### config.mk
export PLATFORM = sky130hd
export DESIGN_NAME = alu_serial
export DESIGN_NICKNAME = d
export VERILOG_FILES = /design/src/rtl/alu_pkg.sv /design/src/rtl/alu_slice.sv /design/src/rtl/alu_serial.sv
export SDC_FILE = /design/constraint.sdc
export NUM_CORES = 1
export LEC_CHECK = 0
export BUFFER_PORTS_ARGS = -buffer_cell sky130_fd_sc_hd__buf_4
export CORE_MARGIN = 10
export CORE_UTILIZATION = 40
export DETAILED_ROUTE_END_ITERATION = 7
export SKIP_LAST_GASP = 1
export SLEW_MARGIN = 15
export SYNTH_ARGS = -nofsm -noshare
export SYNTH_HDL_FRONTEND = slang
export SYNTH_SLANG_ARGS = --single-unit
### constraint.sdc
create_clock -name clk -period 2.3 [get_ports clk]
set_clock_uncertainty 0.1 [all_clocks]
set_input_delay 0.23 -clock clk [delete_from_list [all_inputs] [get_ports clk]]
set_output_delay 0.23 -clock clk [all_outputs]
set_load 0.01 [all_outputs]
### src/rtl/alu_pkg.sv
// alu_pkg: shared definitions for the bit-serial ALU.
//   - op encodings (OP_ADD, OP_SUB, OP_AND, OP_OR), 2 bits wide
//   - controller state encoding (IDLE, RUN, FIN)
//   - slices_ok(): elaboration-time check that WIDTH is a legal multiple of SLICES
package alu_pkg;

    localparam logic [1:0] OP_ADD = 2'b00;
    localparam logic [1:0] OP_SUB = 2'b01;
    localparam logic [1:0] OP_AND = 2'b10;
    localparam logic [1:0] OP_OR  = 2'b11;

    typedef enum logic [1:0] {
        IDLE = 2'd0,
        RUN  = 2'd1,
        FIN  = 2'd2
    } state_t;

    // True when the operand width can be walked in whole slices.
    function automatic bit slices_ok(input int width, input int slices);
        return (width >= 2) && (slices >= 1) && (slices <= width) &&
               ((width % slices) == 0);
    endfunction

endpackage

### src/rtl/alu_slice.sv
// alu_slice: combinational SLICES-bit ALU slice.
//   a, b   : operand slices
//   cin    : carry in from the previous slice (carry register)
//   op     : operation; SUB inverts b here so the caller only seeds cin=1
//   res    : slice result
//   cout   : carry out of the slice (0 for AND/OR)
//   c_msb  : carry into the top bit of the slice, used for signed overflow
module alu_slice
    import alu_pkg::*;
#(
    parameter int SLICES = 1
) (
    input  logic [SLICES-1:0] a,
    input  logic [SLICES-1:0] b,
    input  logic              cin,
    input  logic [1:0]        op,
    output logic [SLICES-1:0] res,
    output logic              cout,
    output logic              c_msb
);

    logic [SLICES-1:0] b_eff;
    logic [SLICES-1:0] sum;
    logic              carry;
    logic              c_top;

    // Ripple through the slice with a running variable rather than a carry
    // vector, so no vector feeds back into itself combinationally.
    always_comb begin
        b_eff = (op == OP_SUB) ? ~b : b;
        carry = cin;
        c_top = cin;
        sum   = '0;
        for (int i = 0; i < SLICES; i++) begin
            if (i == SLICES - 1) begin
                c_top = carry;
            end
            sum[i] = a[i] ^ b_eff[i] ^ carry;
            carry  = (a[i] & b_eff[i]) | (carry & (a[i] ^ b_eff[i]));
        end

        res   = sum;
        cout  = carry;
        c_msb = c_top;
        if (op == OP_AND) begin
            res   = a & b;
            cout  = 1'b0;
            c_msb = 1'b0;
        end else if (op == OP_OR) begin
            res   = a | b;
            cout  = 1'b0;
            c_msb = 1'b0;
        end
    end

endmodule

### src/rtl/alu_serial.sv
// alu_serial: multi-cycle ALU processing WIDTH-bit operands SLICES bits per
// clock, LSB first, through one alu_slice. N = WIDTH/SLICES cycles per op.
//   clk    : clock, all state changes on the rising edge
//   rstn   : synchronous active-low reset
//   start  : request, accepted when not busy (also in the done cycle)
//   op     : 00 ADD, 01 SUB, 10 AND, 11 OR, captured with start
//   a, b   : operands, captured with start
//   busy   : operation in progress
//   done   : one-cycle pulse when res/flags update
//   res    : result, held until the next completion
//   cout   : final carry (SUB: 1 = no borrow), 0 for AND/OR
//   ovf    : signed overflow for ADD/SUB, 0 for AND/OR
//   zero   : res == 0
//   neg    : res MSB
module alu_serial
    import alu_pkg::*;
#(
    parameter int WIDTH  = 8,
    parameter int SLICES = 1
) (
    input  logic             clk,
    input  logic             rstn,
    input  logic             start,
    input  logic [1:0]       op,
    input  logic [WIDTH-1:0] a,
    input  logic [WIDTH-1:0] b,
    output logic             busy,
    output logic             done,
    output logic [WIDTH-1:0] res,
    output logic             cout,
    output logic             ovf,
    output logic             zero,
    output logic             neg
);

    localparam int N     = WIDTH / SLICES;
    localparam int CNT_W = (N > 1) ? $clog2(N) : 1;
    localparam logic [CNT_W-1:0] LAST = CNT_W'(N - 1);

    generate
        if (!slices_ok(WIDTH, SLICES)) begin : g_param_check
            $error("alu_serial: WIDTH must be >= 2 and a multiple of SLICES");
        end
    endgenerate

    state_t            state_reg, state_next;
    logic [CNT_W-1:0]  cnt_reg;
    logic [WIDTH-1:0]  a_sh_reg, b_sh_reg, acc_reg;
    logic [1:0]        op_reg;
    logic              carry_reg;
    logic [WIDTH-1:0]  res_reg;
    logic              cout_reg, ovf_reg, zero_reg, neg_reg;

    logic [SLICES-1:0] s_res;
    logic              s_cout, s_cmsb;
    logic [WIDTH-1:0]  acc_shift;
    logic              accept, last, arith;

    alu_slice #(.SLICES(SLICES)) u_slice (
        .a     (a_sh_reg[SLICES-1:0]),
        .b     (b_sh_reg[SLICES-1:0]),
        .cin   (carry_reg),
        .op    (op_reg),
        .res   (s_res),
        .cout  (s_cout),
        .c_msb (s_cmsb)
    );

    // New slice bits enter at the top; after N shifts slice 0 sits at the LSB.
    assign acc_shift = (acc_reg >> SLICES) | (WIDTH'(s_res) << (WIDTH - SLICES));
    assign accept    = start && (state_reg != RUN);
    assign last      = (state_reg == RUN) && (cnt_reg == LAST);
    assign arith     = (op_reg == OP_ADD) || (op_reg == OP_SUB);

    always_comb begin
        state_next = state_reg;
        unique case (state_reg)
            IDLE:    if (start) state_next = RUN;
            RUN:     if (cnt_reg == LAST) state_next = FIN;
            FIN:     state_next = start ? RUN : IDLE;
            default: state_next = IDLE;
        endcase
    end

    always_ff @(posedge clk) begin
        if (!rstn) begin
            state_reg <= IDLE;
        end else begin
            state_reg <= state_next;
        end
    end

    always_ff @(posedge clk) begin
        if (!rstn) begin
            cnt_reg   <= '0;
            a_sh_reg  <= '0;
            b_sh_reg  <= '0;
            acc_reg   <= '0;
            op_reg    <= OP_ADD;
            carry_reg <= 1'b0;
            res_reg   <= '0;
            cout_reg  <= 1'b0;
            ovf_reg   <= 1'b0;
            zero_reg  <= 1'b0;
            neg_reg   <= 1'b0;
        end else if (accept) begin
            a_sh_reg  <= a;
            b_sh_reg  <= b;
            op_reg    <= op;
            cnt_reg   <= '0;
            // SUB is A + ~B + 1: the +1 comes in as the initial carry.
            carry_reg <= (op == OP_SUB);
        end else if (state_reg == RUN) begin
            a_sh_reg  <= a_sh_reg >> SLICES;
            b_sh_reg  <= b_sh_reg >> SLICES;
            acc_reg   <= acc_shift;
            carry_reg <= s_cout;
            cnt_reg   <= cnt_reg + 1'b1;
            if (last) begin
                res_reg  <= acc_shift;
                cout_reg <= s_cout;
                ovf_reg  <= arith ? (s_cmsb ^ s_cout) : 1'b0;
                zero_reg <= (acc_shift == '0);
                neg_reg  <= acc_shift[WIDTH-1];
            end
        end
    end

    assign busy = (state_reg == RUN);
    assign done = (state_reg == FIN);
    assign res  = res_reg;
    assign cout = cout_reg;
    assign ovf  = ovf_reg;
    assign zero = zero_reg;
    assign neg  = neg_reg;

endmodule

# Yosys cells after proc, flatten, opt, wreduce, memory -nomap -nowiden
# Index checks and enable logic that the tools add are counted.
# word_totals
in_bits	21
reg_bits	44
# op_classes
bitwise	12
mux	18
n_eq_ne	10
reduce_logical	11
addsub	1
# ops
operator	n
8-bit two-way mux	4
1-bit two-way mux	11
8-bit logical NOT	1
7-bit by 8-bit OR with 8-bit output	1
2-bit by 1-bit == test with 1-bit output, second input constant	3
2-bit == test, second input constant	3
2-bit one-hot mux with 3 select lines	1
2-bit logical NOT	2
2-bit two-way mux	2
2-bit by 1-bit inequality test with 1-bit output, second input constant	2
2-bit AND reduction	2
3-bit by 1-bit adder with 3-bit output, second input constant	1
1-bit bitwise AND	3
3-bit == test, second input constant	1
1-bit inverter	3
3-bit AND reduction	1
1-bit bitwise XOR	3
1-bit logical AND	2
2-bit inequality test, second input constant	1
1-bit OR	2
2-bit nonzero test	1
2-bit OR reduction	1
1-bit logical OR	1

# Depth between registers and ports, before layout
# Gate-level depths: netlist of the first run.
# logic_depth
ltp_word	9
depth_mapped	6

# Cells and area by module
# A second synthesis of the first run with hierarchy kept.
# unflattened
hier_cells	199
area_unflattened_um2	1850.5
# by_module_without_submodules
module	cells_per_inst	seq_area_each_um2	instances	area_each_um2
alu_serial	190	840.8	1	1770.4
alu_slice	9	0.0	1	80.1

# Worst setup path before layout of the first run
# Ideal clock, no wire load.
# synth_timing
kind	register to register
startpoint	register op_reg[1]
endpoint	register ovf_reg (netlist: ovf)
synth_period_minus_slack_ps	1704
path_buffers	0
required_ps	2130
t_arrival_ps	1534
path_stages_with_launch	7
setup_ps	70
path_slack_ps	596
path_cell_list	dfxtp_1 -> nand2b_1 -> xnor2_1 -> fa_1 -> xnor2_1 -> or3_1 -> a21boi_1
# synth_via
elab_chain_len	9
elab_cells_between_ends	16
cone_classes	eq/ne (3); mux (6); bitwise (5); reduce/logical (2)
# synth_rtl
item	line	rtl
start, declared	alu_serial.sv:49	logic [1:0] op_reg;
start signal, assigned	alu_serial.sv:109	op_reg <= op;
2-bit by 1-bit == test with 1-bit output	alu_slice.sv:30, alu_serial.sv:73	
1-bit two-way mux	alu_slice.sv:30	b_eff = (op == OP_SUB) ? ~b : b;
1-bit bitwise XOR	alu_slice.sv:39	carry = (a[i] & b_eff[i]) | (carry & (a[i] ^ b_eff[i]));
1-bit bitwise AND	alu_slice.sv:39	
1-bit OR	alu_slice.sv:39	
1-bit two-way mux	alu_slice.sv:49	end else if (op == OP_OR) begin
1-bit two-way mux	alu_slice.sv:45	if (op == OP_AND) begin
1-bit bitwise XOR	alu_serial.sv:122	ovf_reg <= arith ? (s_cmsb ^ s_cout) : 1'b0;
1-bit two-way mux *	alu_serial.sv:122	
end signal, assigned	alu_serial.sv:122	
end, declared	alu_serial.sv:52	logic cout_reg, ovf_reg, zero_reg, neg_reg;
# Mark *: on every way between the ends. The rest lies on a longest branch, timed or not.
# A chain may end at the register's enable or synchronous reset.

# Worst setup path in the final report of the first run
# Same ends and word-level chain as after synthesis.

==> results of run 1 <==
-- Yosys cell counts --
| master | instances | area (µm²) |
|---|---|---|
| sky130_fd_sc_hd__and2_1 | 1 | 6.260 |
| sky130_fd_sc_hd__nor4_1 | 1 | 6.260 |
| sky130_fd_sc_hd__maj3_2 | 1 | 11.26 |
| sky130_fd_sc_hd__fa_1 | 1 | 20.02 |
| sky130_fd_sc_hd__inv_2 | 1 | 3.750 |
| sky130_fd_sc_hd__nand3_1 | 4 | 20.02 |
| sky130_fd_sc_hd__o22ai_1 | 1 | 6.260 |
| sky130_fd_sc_hd__dfxtp_1 | 42 | 840.8 |
| sky130_fd_sc_hd__mux2i_1 | 17 | 170.2 |
| sky130_fd_sc_hd__a41o_1 | 1 | 10.01 |
| sky130_fd_sc_hd__and3_1 | 3 | 18.77 |
| sky130_fd_sc_hd__a211o_1 | 1 | 8.760 |
| sky130_fd_sc_hd__nand2b_1 | 2 | 12.51 |
| sky130_fd_sc_hd__nor2_1 | 3 | 11.26 |
| sky130_fd_sc_hd__and3b_1 | 2 | 17.52 |
| sky130_fd_sc_hd__nand3b_1 | 1 | 7.510 |
| sky130_fd_sc_hd__clkbuf_1 | 3 | 11.26 |
| sky130_fd_sc_hd__ha_1 | 2 | 25.02 |
| sky130_fd_sc_hd__inv_4 | 1 | 6.260 |
| sky130_fd_sc_hd__buf_4 | 4 | 30.03 |
| sky130_fd_sc_hd__nor2b_1 | 1 | 6.260 |
| sky130_fd_sc_hd__inv_1 | 1 | 3.750 |
| sky130_fd_sc_hd__o211a_1 | 14 | 140.1 |
| sky130_fd_sc_hd__a21oi_1 | 2 | 10.01 |
| sky130_fd_sc_hd__xnor2_1 | 2 | 17.52 |
| sky130_fd_sc_hd__or3_1 | 2 | 12.51 |
| sky130_fd_sc_hd__o21ai_0 | 5 | 25.02 |
| sky130_fd_sc_hd__a21boi_1 | 2 | 15.01 |
| sky130_fd_sc_hd__nand2_1 | 45 | 168.9 |
| sky130_fd_sc_hd__o21a_1 | 1 | 7.510 |
| sky130_fd_sc_hd__a21boi_0 | 17 | 127.6 |
| sky130_fd_sc_hd__buf_6 | 3 | 33.78 |
| sky130_fd_sc_hd__nor3_1 | 1 | 5.000 |
| sky130_fd_sc_hd__buf_2 | 5 | 25.02 |
| sky130_fd_sc_hd__and2_4 | 1 | 8.760 |
-- placed cells by master (no fill, tap or decap), drive strengths merged, types with 3 or more instances in the layout --
master  netlist  routed
nand2        45      45
mux2i        17      17
a21boi       19      19
dfxtp        42      42
and3          3       3
clkbuf        3       5
inv           3       3
nor2          3       3
nand3         4       4
o211a        14      14
buf          12      36
o21ai         5       5
-- kinds of logic (layout without fill, tap and decap cells) --
group | count (synthesis) | count (layout) | share of synthesized area
DFF | 42 | 42 | 0.4544
buffers and inverters | 18 | 46 | 0.06152
AOI/OAI and AO/OA | 44 | 44 | 0.1893
adders and majority gates | 4 | 4 | 0.03042
muxes | 17 | 17 | 0.09195
xor gates and xnor gates | 2 | 2 | 0.009468
and+or+nand+nor | 67 | 67 | 0.1630
-- where the power goes --
| part | internal [mW] | leakage, nW | switching, mW |
|---|---|---|---|
| Sequential | 0.763 | 0.343 | 0.0242 |
| Clock | 0.204 | 0.0438 | 0.233 |
| Combinational | 0.0876 | 0.666 | 0.0850 |
-- metal layers --
layer	part of all wire	routed length (µm)
met2	0.49	1853
met5	0	0
met4	0.012	45
met1	0.41	1559
met3	0.090	343
-- worst reg2reg max path: stages, from the launching register on --
cell	delay [ns]
sky130_fd_sc_hd__dfxtp_1	0.36
sky130_fd_sc_hd__nand2b_1	0.17
sky130_fd_sc_hd__xnor2_1	0.14
sky130_fd_sc_hd__fa_1	0.40
sky130_fd_sc_hd__xnor2_1	0.14
sky130_fd_sc_hd__or3_1	0.30
sky130_fd_sc_hd__a21boi_1	0.14
-- area by class of cell --
cell class | count | area (µm²)
fillers | 444 | 2250
clock inverters | 2 | 10.01
multi-input cells | 134 | 895.9
well taps | 52 | 65.06
flip-flops and latches | 42 | 840.8
inverters | 3 | 13.76
clock buffers | 5 | 68.82
repair buffers | 36 | 270.3
-- stage by stage --
step                        util  hold WS, ns  cells
after floorplan                -       0.2746    194
after global placement    0.4725       0.3505    267
after detailed placement  0.4725       0.3608    267
after CTS                 0.4904      0.07720    274
after global routing      0.4904      0.08845    274
final                     0.4904      0.08662    274
-- path summary, 6_finish.rpt --
path	startpoint	to	slack [ns]
setup / recovery	op_reg[1]	ovf	0.50
hold / removal	b[7]	b_sh_reg[7]	0.09
setup reg to reg	op_reg[1]	ovf	0.50
hold reg to reg	res[4]	res[4]	0.36
==> results_dict.tcl, run 1 <==
set metrics [dict create \
    ys_seq_elements 42 \
    top_usage_layer "met2" \
    syn_area_um2 1851 \
    ys_types 35 \
    post_synth_inst_count 194 \
    cts_post_setup_buffers_inserted 0 \
    dieWidth_um 88.02 \
    worst-endpoint-required_ns 2.43 \
    power_per_cell_area_nw_per_um2 645.0 \
    finish.instance_area_um2 2165 \
    ant_cells 0 \
    num_io_pins 35 \
    drt-wirelength-per-cell_um 13.88 \
    tritoncts "built" \
    max_incr_delay_on_cp_ns 0.40 \
    detail_route.vias_per_cell 5.113 \
    tightest_slew_ns 0.3879 \
    cts.repair.resized 0 \
    root_buffer "sky130_fd_sc_hd__clkbuf_8" \
    design.core.area_um2 4414 \
    irDropWorstVdd_v 0.0002935 \
    cts_hold_repair.buffers 0 \
    cts_htree_levels 2 \
    dr.pass1.iters 4 \
    die_area_um2 7747 \
    worst_slew_margin_rel 0.7414 \
    worstSkewPairLatency_ns 0.29 \
    cp_max_fo 6 \
    worst_setup_slack_after_placement_ns 0.5110 \
    timing.final.hold_violations 0 \
    fmax_mhz 554.9 \
    layout_worst_path_cycle_share 0.7835 \
    drt_iter0_drc 54 \
    start_kind "register" \
    final_period_minus_worst_setup_slack_ns 1.802 \
    tns_ns 0 \
    area_growth_from_synthesis_to_layout_pct 16.97 \
    postSynthAreaPerCell_um2 9.539 \
    cp_slowest_cell "sky130_fd_sc_hd__fa_1" \
    fp.dieH_um 88.02 \
    initial_antenna_violation_count 0 \
    rows 24 \
    crit_family "simple AND/OR/NAND/NOR gates" \
    post-route-worst-setup-slack_ns 0.4980 \
    first_global_vias 1469 \
    totalPowerFinal_mw 1.396 \
    grt_overflow_total 0 \
    grt_start_max_net_pins 42 \
    clkSlewWorstSetupHoldPaths_ns 0.08 \
    globalplace.congestion 0.7173 \
    port_buffers 34 \
    grt_met2_use 0.1746 \
    hold_crit_depth 3 \
    wl_mm 3.802 \
    critical_path.endpoint_type "register" \
    cts_inserted_buffers 5 \
    drive_gt1_frac 0.2117 \
    first_pass_grt_wire_length_mm 6.444 \
    worstHoldPathType "in -> reg" \
    clock_sink_count 42 \
    setup_repair_after_global_routing_missed_its_margin "no" \
    dpl.hpwl_mm 2.812 \
    post_route_antenna_net_violation_count 0 \
    grtUsageTotal 0.1032 \
    final_net_count 246 \
    cpMostUsedCell "sky130_fd_sc_hd__xnor2_1" \
    ys.warnings.count 0 \
    clock_path_buffers 2 \
    grt.met1_usage 0.1061 \
    cap_viol_max_count 0 \
    post_detailed_placement_cell_area_um2 2086 \
    mappedNetlistNets 218 \
    run_status "finished, final reports clean" \
    cp.depth 6 \
    worst-setup-path-type "reg -> reg" \
    critical_path_arrival_ns 1.93 \
    power.static_leakage_nw 1.053 \
    count_of_buffering_cells_on_the_critical_path_with_inverters_included 0 \
    drc_errors 0 \
    final-max-slew-violation-count 0 \
    via_count 1401 \
    ff2ff_path_depth 6 \
    critical_path.cell_chain "nand2b_1 -> xnor2_1 -> fa_1 -> xnor2_1 -> or3_1 -> a21boi_1" \
    grtUsageMet3 0.05385 \
    synth_seq_area_share 0.4544 \
    initial_core_utilization 0.4192 \
    timing.final.setup_violations 0 \
]
Power figures use the tool's default switching activity.
==> run 2: changes to the inputs <==
clock period = 1.5 ns   (was 2.3 ns; I/O delays follow)
==> run 2 against run 1 <==
The run now ends with setup timing left. Die area stayed put. Via count up 3.1%. Clock-buffer cell count did not move. Sequential share of layout area decreased by 2.8 points. Utilization grew 4.2 points. Global-route usage increased by 0.28 points. Final area increased by 8.5%. Flip-flop and latch count is the same. Register-to-register slack got worse by 0.64 ns. Worst hold slack worse by 0.068 ns. First-iteration DRC count up 11%. Critical path type unchanged.
==> results_dict.tcl, run 2 (synthesized netlist as in run 1, its figures left out) <==
set metrics [dict create \
    critical_path.cell_chain "nand2b_4 -> xnor2_2 -> fa_2 -> xnor2_1 -> or3_1 -> a21boi_1" \
    cp_max_fo 2 \
    worst-setup-path-type "reg -> reg" \
    irDropWorstVdd_v 0.0006924 \
    postLayoutCoreUtil 0.5320 \
    clock_path_buffers 2 \
    layout_common_cells "47 x sky130_fd_sc_hd__buf_4, 45 x sky130_fd_sc_hd__nand2_1, 37 x sky130_fd_sc_hd__dfxtp_1" \
    finish.cell_count_without_fillers 289 \
    r2r_start "op_reg[1]" \
    tritoncts "built" \
    run_status "complete, but fails checks" \
    cp_slowest_cell "sky130_fd_sc_hd__fa_2" \
    grtUsageTotal 0.1060 \
    rows 24 \
    r2r_setup_slack_ns -0.14 \
    dpl.hpwl_mm 2.888 \
    dieWidth_um 88.02 \
    first_global_vias 1444 \
    clkSlewWorstSetupHoldPaths_ns 0.08 \
    violations "setup timing" \
    ant_cells 0 \
    worstSkewPairLatency_ns 0.29 \
    worstHoldPathType "in -> reg" \
    critical_path_arrival_ns 1.77 \
    final_period_minus_worst_setup_slack_ns 1.643 \
    via_count 1445 \
    start_kind "register" \
    power_per_cell_area_nw_per_um2 951.2 \
    post_route_antenna_net_violation_count 0 \
    drt_iter0_drc 60 \
    worst-endpoint-required_ns 1.63 \
    initial_antenna_violation_count 0 \
    grt_overflow_total 0 \
    port_buffers 34 \
    hold_path.startpoint "op[1]" \
    ff2ff_path_depth 6 \
    r2r_end "ovf" \
    timing.final.hold_violations 0 \
    wl_mm 3.976 \
    drt-wirelength-per-cell_um 13.76 \
    dr.pass1.iters 4 \
    min_to "op_reg[1]" \
    tns_ns -0.5269 \
    totalPowerFinal_mw 2.234 \
    design.core.area_um2 4414 \
    cap_viol_max_count 0 \
    first_pass_grt_wire_length_mm 6.624 \
    cts_htree_levels 2 \
    max_incr_delay_on_cp_ns 0.35 \
    power.static_leakage_nw 1.140 \
    fp.dieH_um 88.02 \
    layout_commonest_cell "sky130_fd_sc_hd__buf_4" \
    worst_slew_margin_rel 0.7669 \
    detail_route.vias_per_cell 5.000 \
    globalplace.congestion 0.7535 \
    num_io_pins 35 \
    die_area_um2 7747 \
    fmax_mhz 608.7 \
    placed_cells_incl_taps 278 \
    root_buffer "sky130_fd_sc_hd__clkbuf_8" \
    clock_sink_count 42 \
    post-route-worst-setup-slack_ns -0.1428 \
    drive_gt1_frac 0.3207 \
    initial_core_utilization 0.4192 \
    layout_worst_path_cycle_share 1.095 \
    final_net_count 261 \
    timing.final.setup_violations 6 \
    tightest_slew_ns 0.3496 \
    cts_inserted_buffers 5 \
    holdWs_ns 0.01905 \
    area_growth_from_synthesis_to_layout_pct 26.91 \
    critical_path.endpoint_type "register" \
    final-max-slew-violation-count 0 \
    drc_errors 0 \
    grt_start_max_net_pins 42 \
    hold_crit_depth 3 \
    setup_repair_after_global_routing_missed_its_margin "yes" \
]
## run 2: how the worst max path moves through the flow
stage	slack (ns)	startpoint	to	cells after the start
6_report	-0.14	op_reg[1]	ovf	6
5_1_grt	-0.18	op_reg[1]	cout	7
4_1_cts	-0.15	op_reg[1]	ovf	6
3_5_place_dp	-0.16	op_reg[1]	res[7]	5
3_3_place_gp	-0.14	op_reg[1]	ovf	6
2_1_floorplan	-0.14	op_reg[1]	ovf	6
## run 2: metal layers
layer,vias to the layer above,wire length (µm),global-route usage
li1,748,-,-
met2,23,1972,0.1706
met1,671,1701,0.1228
met3,3,266,0.05107
met5,-,0,0
met4,0,37,0.02996
## run 2: stage by stage
stage	setup WS, ns	area (µm²)
after global placement	-0.1359	2187
after detailed placement	-0.1583	2187
after global routing	-0.1835	2349
after floorplan	-0.1422	1869
after CTS	-0.1491	2318
final	-0.1428	2349
## run 2: area by class of cell
cell class | count | area (µm²)
clock buffer | 5 | 68.82
clock inverter | 2 | 10.01
fill | 399 | 2066
inverter | 3 | 13.76
multi-input combinational | 134 | 948.4
sequential | 42 | 847.1
tap | 52 | 65.06
timing repair buffer | 51 | 395.4
## run 2: worst max-delay path, delay by kind of cell, from the launching register on
kind	cells	cell delay, ns
DFF	1	0.33
adders and majority gates	1	0.35
and+or+nand+nor	2	0.44
xor gates and xnor gates	2	0.25
AOI/OAI and AO/OA	1	0.11
## run 2: what timing repair did
item / 4_1_cts / 5_1_grt
buffers inserted: 1 / 1
endpoints found under the hold margin: 2 / 0
resized for setup: 8 / 13
setup endpoints to repair: 6 / 14
pin swaps: 2 / 0
hold buffers: 2 / 0
## run 2: report_power, final
group / internal (mW) / switching (mW)
logic: 0.184 / 0.154
clock network: 0.312 / 0.374
registers: 1.17 / 0.0391
total: 1.67 / 0.566
